### src/rtl/comp_arb_pkg.sv
// Shared types and the round-robin pick helper for the shared-comparator arbiter.
package comp_arb_pkg;

    localparam int unsigned MAX_REQ = 16;
    localparam int unsigned PTR_W   = 4;

    typedef enum logic [1:0] {
        StIdle,
        StCmp,
        StResp
    } state_e;

    typedef struct packed {
        logic eq;
        logic gt;
        logic lt;
    } cmp_res_t;

    // First valid index scanning ptr, ptr+1, ... modulo n; 0 if none valid.
    function automatic logic [PTR_W-1:0] rr_pick(input logic [MAX_REQ-1:0] valid,
                                                 input logic [PTR_W-1:0]   ptr,
                                                 input int unsigned        n);
        logic [PTR_W-1:0] pick;
        logic             found;
        int unsigned      idx;
        pick  = '0;
        found = 1'b0;
        for (int unsigned i = 0; i < MAX_REQ; i++) begin
            idx = (32'(ptr) + i) % n;
            if (i < n && !found && valid[idx[PTR_W-1:0]]) begin
                pick  = idx[PTR_W-1:0];
                found = 1'b1;
            end
        end
        return pick;
    endfunction

endpackage

### src/rtl/cmp_unit.sv
// Combinational unsigned magnitude comparator producing one-hot eq/gt/lt.
module cmp_unit
    import comp_arb_pkg::*;
#(
    parameter int unsigned WIDTH = 4
) (
    input  logic [WIDTH-1:0] a,
    input  logic [WIDTH-1:0] b,
    output cmp_res_t         res
);

    assign res.eq = (a == b);
    assign res.gt = (a > b);
    assign res.lt = (a < b);

endmodule

### src/rtl/comp_arbiter.sv
// Round-robin arbiter sharing one comparator among N_REQ requesters; results are
// returned with the owner's ID over a valid/ready response port.
module comp_arbiter
    import comp_arb_pkg::*;
#(
    parameter  int unsigned WIDTH = 4,
    parameter  int unsigned N_REQ = 4,
    localparam int unsigned ID_W  = (N_REQ > 1) ? $clog2(N_REQ) : 1
) (
    input  logic                   clk,
    input  logic                   rst,
    input  logic [N_REQ-1:0]       req_valid,
    input  logic [N_REQ*WIDTH-1:0] req_a,
    input  logic [N_REQ*WIDTH-1:0] req_b,
    output logic [N_REQ-1:0]       req_ready,
    output logic                   rsp_valid,
    input  logic                   rsp_ready,
    output logic [ID_W-1:0]        rsp_id,
    output logic                   rsp_eq,
    output logic                   rsp_gt,
    output logic                   rsp_lt
);

    state_e            state_q, state_d;
    logic [ID_W-1:0]   rr_ptr_q, rr_ptr_d;
    logic [ID_W-1:0]   gnt_q, gnt_d;
    logic [ID_W-1:0]   id_q, id_d;
    logic [WIDTH-1:0]  a_q, a_d;
    logic [WIDTH-1:0]  b_q, b_d;
    cmp_res_t          res_q, res_d;
    cmp_res_t          cmp_res;
    logic [ID_W-1:0]   pick;
    logic              in_resp;

    assign pick = ID_W'(rr_pick(MAX_REQ'(req_valid), PTR_W'(rr_ptr_q), N_REQ));

    cmp_unit #(
        .WIDTH (WIDTH)
    ) u_cmp_unit (
        .a   (a_q),
        .b   (b_q),
        .res (cmp_res)
    );

    always_comb begin
        state_d   = state_q;
        rr_ptr_d  = rr_ptr_q;
        gnt_d     = gnt_q;
        id_d      = id_q;
        a_d       = a_q;
        b_d       = b_q;
        res_d     = res_q;
        req_ready = '0;
        unique case (state_q)
            StIdle: begin
                // Gate on rst so no grant is advertised while reset is held.
                if (|req_valid && !rst) begin
                    req_ready[pick] = 1'b1;
                    gnt_d           = pick;
                    a_d             = req_a[pick*WIDTH +: WIDTH];
                    b_d             = req_b[pick*WIDTH +: WIDTH];
                    state_d         = StCmp;
                end
            end
            StCmp: begin
                res_d   = cmp_res;
                id_d    = gnt_q;
                state_d = StResp;
            end
            StResp: begin
                if (rsp_ready) begin
                    state_d  = StIdle;
                    rr_ptr_d = (gnt_q == ID_W'(N_REQ - 1)) ? '0 : gnt_q + 1'b1;
                end
            end
            default: state_d = StIdle;
        endcase
    end

    always_ff @(posedge clk or posedge rst) begin
        if (rst) begin
            state_q  <= StIdle;
            rr_ptr_q <= '0;
            gnt_q    <= '0;
            id_q     <= '0;
            a_q      <= '0;
            b_q      <= '0;
            res_q    <= '0;
        end else begin
            state_q  <= state_d;
            rr_ptr_q <= rr_ptr_d;
            gnt_q    <= gnt_d;
            id_q     <= id_d;
            a_q      <= a_d;
            b_q      <= b_d;
            res_q    <= res_d;
        end
    end

    // Flags are only meaningful while a response is presented.
    assign in_resp   = (state_q == StResp);
    assign rsp_valid = in_resp;
    assign rsp_id    = id_q;
    assign rsp_eq    = res_q.eq & in_resp;
    assign rsp_gt    = res_q.gt & in_resp;
    assign rsp_lt    = res_q.lt & in_resp;

endmodule

### config.mk
export PLATFORM = sky130hd
export DESIGN_NAME = comp_arbiter
export DESIGN_NICKNAME = d
export VERILOG_FILES = /design/src/rtl/comp_arb_pkg.sv /design/src/rtl/cmp_unit.sv /design/src/rtl/comp_arbiter.sv
export SDC_FILE = /design/constraint.sdc
export NUM_CORES = 1
export LEC_CHECK = 0
export CORE_MARGIN = 10
export CORE_UTILIZATION = 45
export DETAILED_ROUTE_END_ITERATION = 6
export GPL_TIMING_DRIVEN = 0
export PLACE_DENSITY = 0.77
export SLEW_MARGIN = 20
export SYNTH_ARGS = -nofsm -noshare
export SYNTH_HDL_FRONTEND = slang
export SYNTH_SLANG_ARGS = --single-unit
export TNS_END_PERCENT = 100
### constraint.sdc
create_clock -name clk -period 3.45 [get_ports clk]
set_input_delay 0.345 -clock clk [delete_from_list [all_inputs] [get_ports clk]]
set_output_delay 0.345 -clock clk [all_outputs]
set_load 0.01 [all_outputs]
==> out/qor.yml, run 1 <==
status: "complete, no violations"
h-tree-depth: 1
cp_max_fo: 10
r2r_setup_slack_ps: 1670
fin_area_mm2: 0.00190
timing.final.crit_share_pct: 83.6
clock-sinks: 19
worstSetupPathType: "in -> out"
fin_skew_ps: 1.82
setup_ws_ps: 565
holdWs_ps: 510
drtPass1Iterations: 4
ctsResizeCount: 0
grt_pass1_wl_um: 5930
maxCapViolations: 0
synthCells: 134
synth_most_common_cell: "dfrtp_1"
synth_fp_nets: 178
drc: 0
rr_endpoint: "a_q[1]"
wl_per_cell_um: 17.0
placed_area_mm2: 0.00187
nets: 231
rsz0062_at_grt: "false"
post-place-cells: 213
via_per_inst: 5.53
synth_seq_cells: 19
design.die.area_mm2: 0.00559
maxSlewViolCount: 0
tns_ps: 0
gp_congestion: 0.782
cts_setup_buffers: 0
die_w_um: 74.7
grtUsageTotal_pct: 13.8
cellLeakagePower_nw: 0.811
antenna_found_initial: 0
core-area_mm2: 0.00281
synth_edf_count: 0
cts_root_buffer: "clkbuf_4"
fin_cells: 217
fin_util_pct: 67.6
rows: 19
die_y_um: 74.7
cts_tree: "yes"
end_kind: "output pin"
io_pins: 49
slew_headroom_pct: 53.0
initial_utilization_pct: 48.1
grt_max_degree: 20
p_per_area_mw_per_mm2: 650
syn2layout_area_growth_pct: 40.5
reg2regPathDepth: 8
r2r_start: "rr_ptr_q[1]"
synth_area_leader_cell: "dfrtp_1"
cts_hold_repair.buffers: 0
endpoint: "req_ready[0]"
fmax_mhz: 347
synth_ff_type: "dfrtp_1"
grt_pass1_vias: 1200
routed_wl_um: 3700
ant_nets: 0
cts_buffers: 3
crit_start: "req_valid[3]"
avgSynthCellArea_um2: 10.1
required_ps: 3110
dp_hpwl_um: 3120
clk_path_buf_depth: 2
power.total_mw: 1.23
synthTopCellsByArea: "dfrtp_1, a211oi_2, mux2i_1"
dp_slack_ps: 584
portBuffers: 48
drive_gt1_share_pct: 18.8
dr_total_vias: 1200
insertion_delay_ps: 300
yosys-top-cells-count: "dfrtp_1, a211oi_2, nand2_1"
syn_area_mm2: 0.00135
ys_warn_count: 0
ys_seq_area_share_pct: 35.3
setup_violations: 0
synth_top_area_share_pct: 35.3
arrival_ps: 2540
hold_start: "res_q[2]"
ys_types: 32
hold_class: "reg -> reg"
antenna_cells: 0
worst_pin_slew_ps: 704
vdd_drop_max_mv: 0.424
hold_viol: 0
drt_iter0_drc: 79
async_flop_share_pct: 100
clkTransAtPathRegs_ps: 110
startpoint_type: "input pin"
fin_crit_ps: 2890
overflow: 0
[kinds of logic after synthesis]
family                     count (synthesis)  synth area share, %
AOI/OAI and AO/OA                         31                 21.8
adders and majority gates                  5                 4.64
buffers and inverters                     15                 7.51
DFF                                       19                 35.3
muxes                                     13                 10.0
and+or+nand+nor                           51                 20.8
[layer usage]
metal  track usage [%]  part of all wire (%)
met1              14.8                    39
met2              25.0                    51
met3              4.07                   7.1
met4              5.25                   2.4
met5                 0                     0
[flip-flops by register name (all words and copies together), names as in the netlist]
| register | flops |
|---|---|
| state_q | 2 |
| rsp_id | 2 |
| gnt_q | 2 |
| b_q | 4 |
| a_q | 4 |
| res_q | 3 |
| rr_ptr_q | 2 |
[layout by cell type, fill, tap and decap left out, types with 2 or more instances in the layout]
master,instances
a211oi_2,16
mux2i_1,9
nand2_1,13
clkbuf_1,2
buf_12,2
a21oi_1,4
dfrtp_1,19
nor2b_1,2
ha_1,5
o21ai_0,6
inv_1,8
and3_1,2
nand2b_1,4
mux2_2,4
nor2_1,11
and2_1,4
nor3_1,8
clkbuf_4,3
clkdlybuf4s50_1,48
[power by group]
part	switching, mW	internal (mW)	total, mW
Clock	0.0709	0.0433	0.114
Sequential	0.0689	0.329	0.398
Combinational	0.356	0.365	0.721
[final cells by class]
class	instances	area [µm²]
fill	239	910
multi-input combinational	100	772
timing repair buffer	48	480
sequential	19	475
buffer	7	71.3
tap	31	38.8
inverter	8	30.0
clock buffer	3	22.5
clock inverter	1	5.00
[critical path: stages]
cell and delay [ps]:
clkdlybuf4s50_1 600, nor4_2 100, nor4_4 280, clkbuf_1 400
and3_1 260, clkdlybuf4s50_1 550
[worst min-delay path by stage]
| stage | end | slack (ps) | cells past startpoint |
|---|---|---|---|
| floorplan | a_q[0] | 300 | 1 |
| global placement | res_q[2] | 460 | 2 |
| detailed placement | res_q[2] | 490 | 2 |
| CTS | res_q[2] | 520 | 2 |
| global route | rsp_id[0] | 550 | 1 |
| finish | res_q[2] | 510 | 2 |
Power figures use the tool's default switching activity.
==> run 2: changes to the inputs <==
--- a/config.mk
+++ b/config.mk
@@ -6,10 +6,10 @@
 export NUM_CORES = 1
 export LEC_CHECK = 0
 export CORE_MARGIN = 10
-export CORE_UTILIZATION = 45
+export CORE_UTILIZATION = 44
 export DETAILED_ROUTE_END_ITERATION = 6
 export GPL_TIMING_DRIVEN = 0
-export PLACE_DENSITY = 0.77
+export PLACE_DENSITY = 0.75
 export SLEW_MARGIN = 20
 export SYNTH_ARGS = -nofsm -noshare
 export SYNTH_HDL_FRONTEND = slang
==> constraint.sdc (replaced) <==
create_clock -name clk -period 2.9 [get_ports clk]
set_input_delay 0.29 -clock clk [delete_from_list [all_inputs] [get_ports clk]]
set_output_delay 0.29 -clock clk [all_outputs]
set_load 0.01 [all_outputs]
==> out/qor.yml, run 2 (synthesis gave the netlist of run 1 again) <==
die_w_um: 75.4
dp_hpwl_um: 3000
top_regs: "a_q (4), b_q (4), res_q (3)"
fin_crit_ps: 2710
drt_iter0_drc: 57
h-tree-depth: 1
crit_path_top_delay_cell: "clkdlybuf4s50_1"
slowest_delay_ps: 570
cellLeakagePower_nw: 0.814
maxSlewViolCount: 0
cp_top_family: "buffers and inverters"
use_met1_pct: 16.1
syn2layout_area_growth_pct: 40.8
ant_nets: 0
vdd_drop_max_mv: 0.468
grt_pass1_vias: 1270
rows: 20
cts_tree: "yes"
routed_wl_um: 3780
rsz0062_at_grt: "false"
setup_ws_ps: 191
fmax_mhz: 369
via_per_inst: 5.39
dp_slack_ps: 131
cp.depth: 7
use_met3_pct: 5.21
drc: 0
maxCapViolations: 0
dr_total_vias: 1181
setup_violations: 0
r2r_setup_slack_ps: 1120
drtPass1Iterations: 4
power.total_mw: 1.48
hold_class: "reg -> reg"
required_ps: 2610
clk_path_buf_depth: 2
tns_ps: 0
worstHoldPathCells: 2
grt_pass1_wl_um: 6130
overflow: 0
io_pins: 49
timing.final.crit_share_pct: 93.4
cp_max_fo: 10
placed_area_mm2: 0.00187
worstSetupPathType: "in -> out"
nets: 231
top_usage_layer: "met2"
cts_root_buffer: "clkbuf_4"
cts_buffers: 3
hold_viol: 0
post-place-cells: 215
startpoint_type: "input pin"
clock-sinks: 19
gp_congestion: 0.784
die_y_um: 75.4
slew_headroom_pct: 51.2
design.die.area_mm2: 0.00568
final_cell_mix: "clkdlybuf4s50_1, dfrtp_1, a211oi_2"
reg2regPathDepth: 5
end_kind: "output pin"
wl_per_cell_um: 17.3
met2_usage_pct: 22.9
fin_skew_ps: 11.0
arrival_ps: 2420
insertion_delay_ps: 300
fin_area_mm2: 0.00190
clkTransAtPathRegs_ps: 120
grt_max_degree: 20
fin_cells: 219
core-area_mm2: 0.00300
worst_pin_slew_ps: 731
drive_gt1_share_pct: 19.4
crit_chain: "clkdlybuf4s50_1 -> nand3b_2 -> nand3_2 -> buf_12 -> buf_12 -> and3_1 -> clkdlybuf4s50_1"
crit_buf_inv: 4
portBuffers: 48
grtUsageTotal_pct: 13.8
initial_utilization_pct: 44.9
final_common_cell: "clkdlybuf4s50_1"
p_per_area_mw_per_mm2: 778
status: "complete, no violations"
cts_setup_buffers: 0
antenna_cells: 0
antenna_found_initial: 0
[run 2: worst paths after layout]
check,from,end
hold reg to reg,res_q[1],res_q[1]
min in group asynchronous,rst,rsp_id[0]
setup reg to reg,state_q[0],a_q[0]
hold / removal,res_q[1],res_q[1]
max in group asynchronous,rst,b_q[1]
setup / recovery,req_valid[3],req_ready[0]
[run 2: metrics by stage]
| step | util, % | hold WS (ps) |
|---|---|---|
| after CTS | 63.2 | 490 |
| after floorplan | - | 241 |
| final | 63.2 | 486 |
| after detailed placement | 62.3 | 462 |
| after global placement | 62.3 | 458 |
| after global routing | 63.2 | 538 |
[run 2: final cells by class]
class	instances	area (µm²)
buffer	7	72.6
timing repair buffer	48	480
clock inverter	1	5.00
sequential	19	475
multi-input combinational	100	772
tap	33	41.3
fill	264	1100
clock buffer	3	22.5
inverter	8	30.0
[run 2: timing repair]
| item | CTS | global route |
|---|---|---|
| hold endpoints to repair | 0 | 0 |
| hold buffers | 0 | 0 |
| endpoints found under the setup margin | 0 | 2 |
| resized for setup | 0 | 2 |
[run 2: power breakdown]
| group | switching, mW | internal, mW | leakage, nW |
|---|---|---|---|
| registers | 0.0759 | 0.390 | 0.226 |
| logic | 0.435 | 0.438 | 0.571 |
| clock network | 0.0875 | 0.0514 | 0.0177 |
| total | 0.598 | 0.880 | 0.814 |
[run 2: worst register-to-register path, cell delays in order (launching register included)]
cell	delay, ps
dfrtp_1	440
nor4_4	470
o221ai_2	190
buf_4	230
a211oi_2	280
a211oi_2	70
[run 2: routing by layer]
metal,share of wire [%],up-vias
li1,-,584
met1,40,556
met2,48,37
met3,11,4
met4,0.90,0
met5,0,-
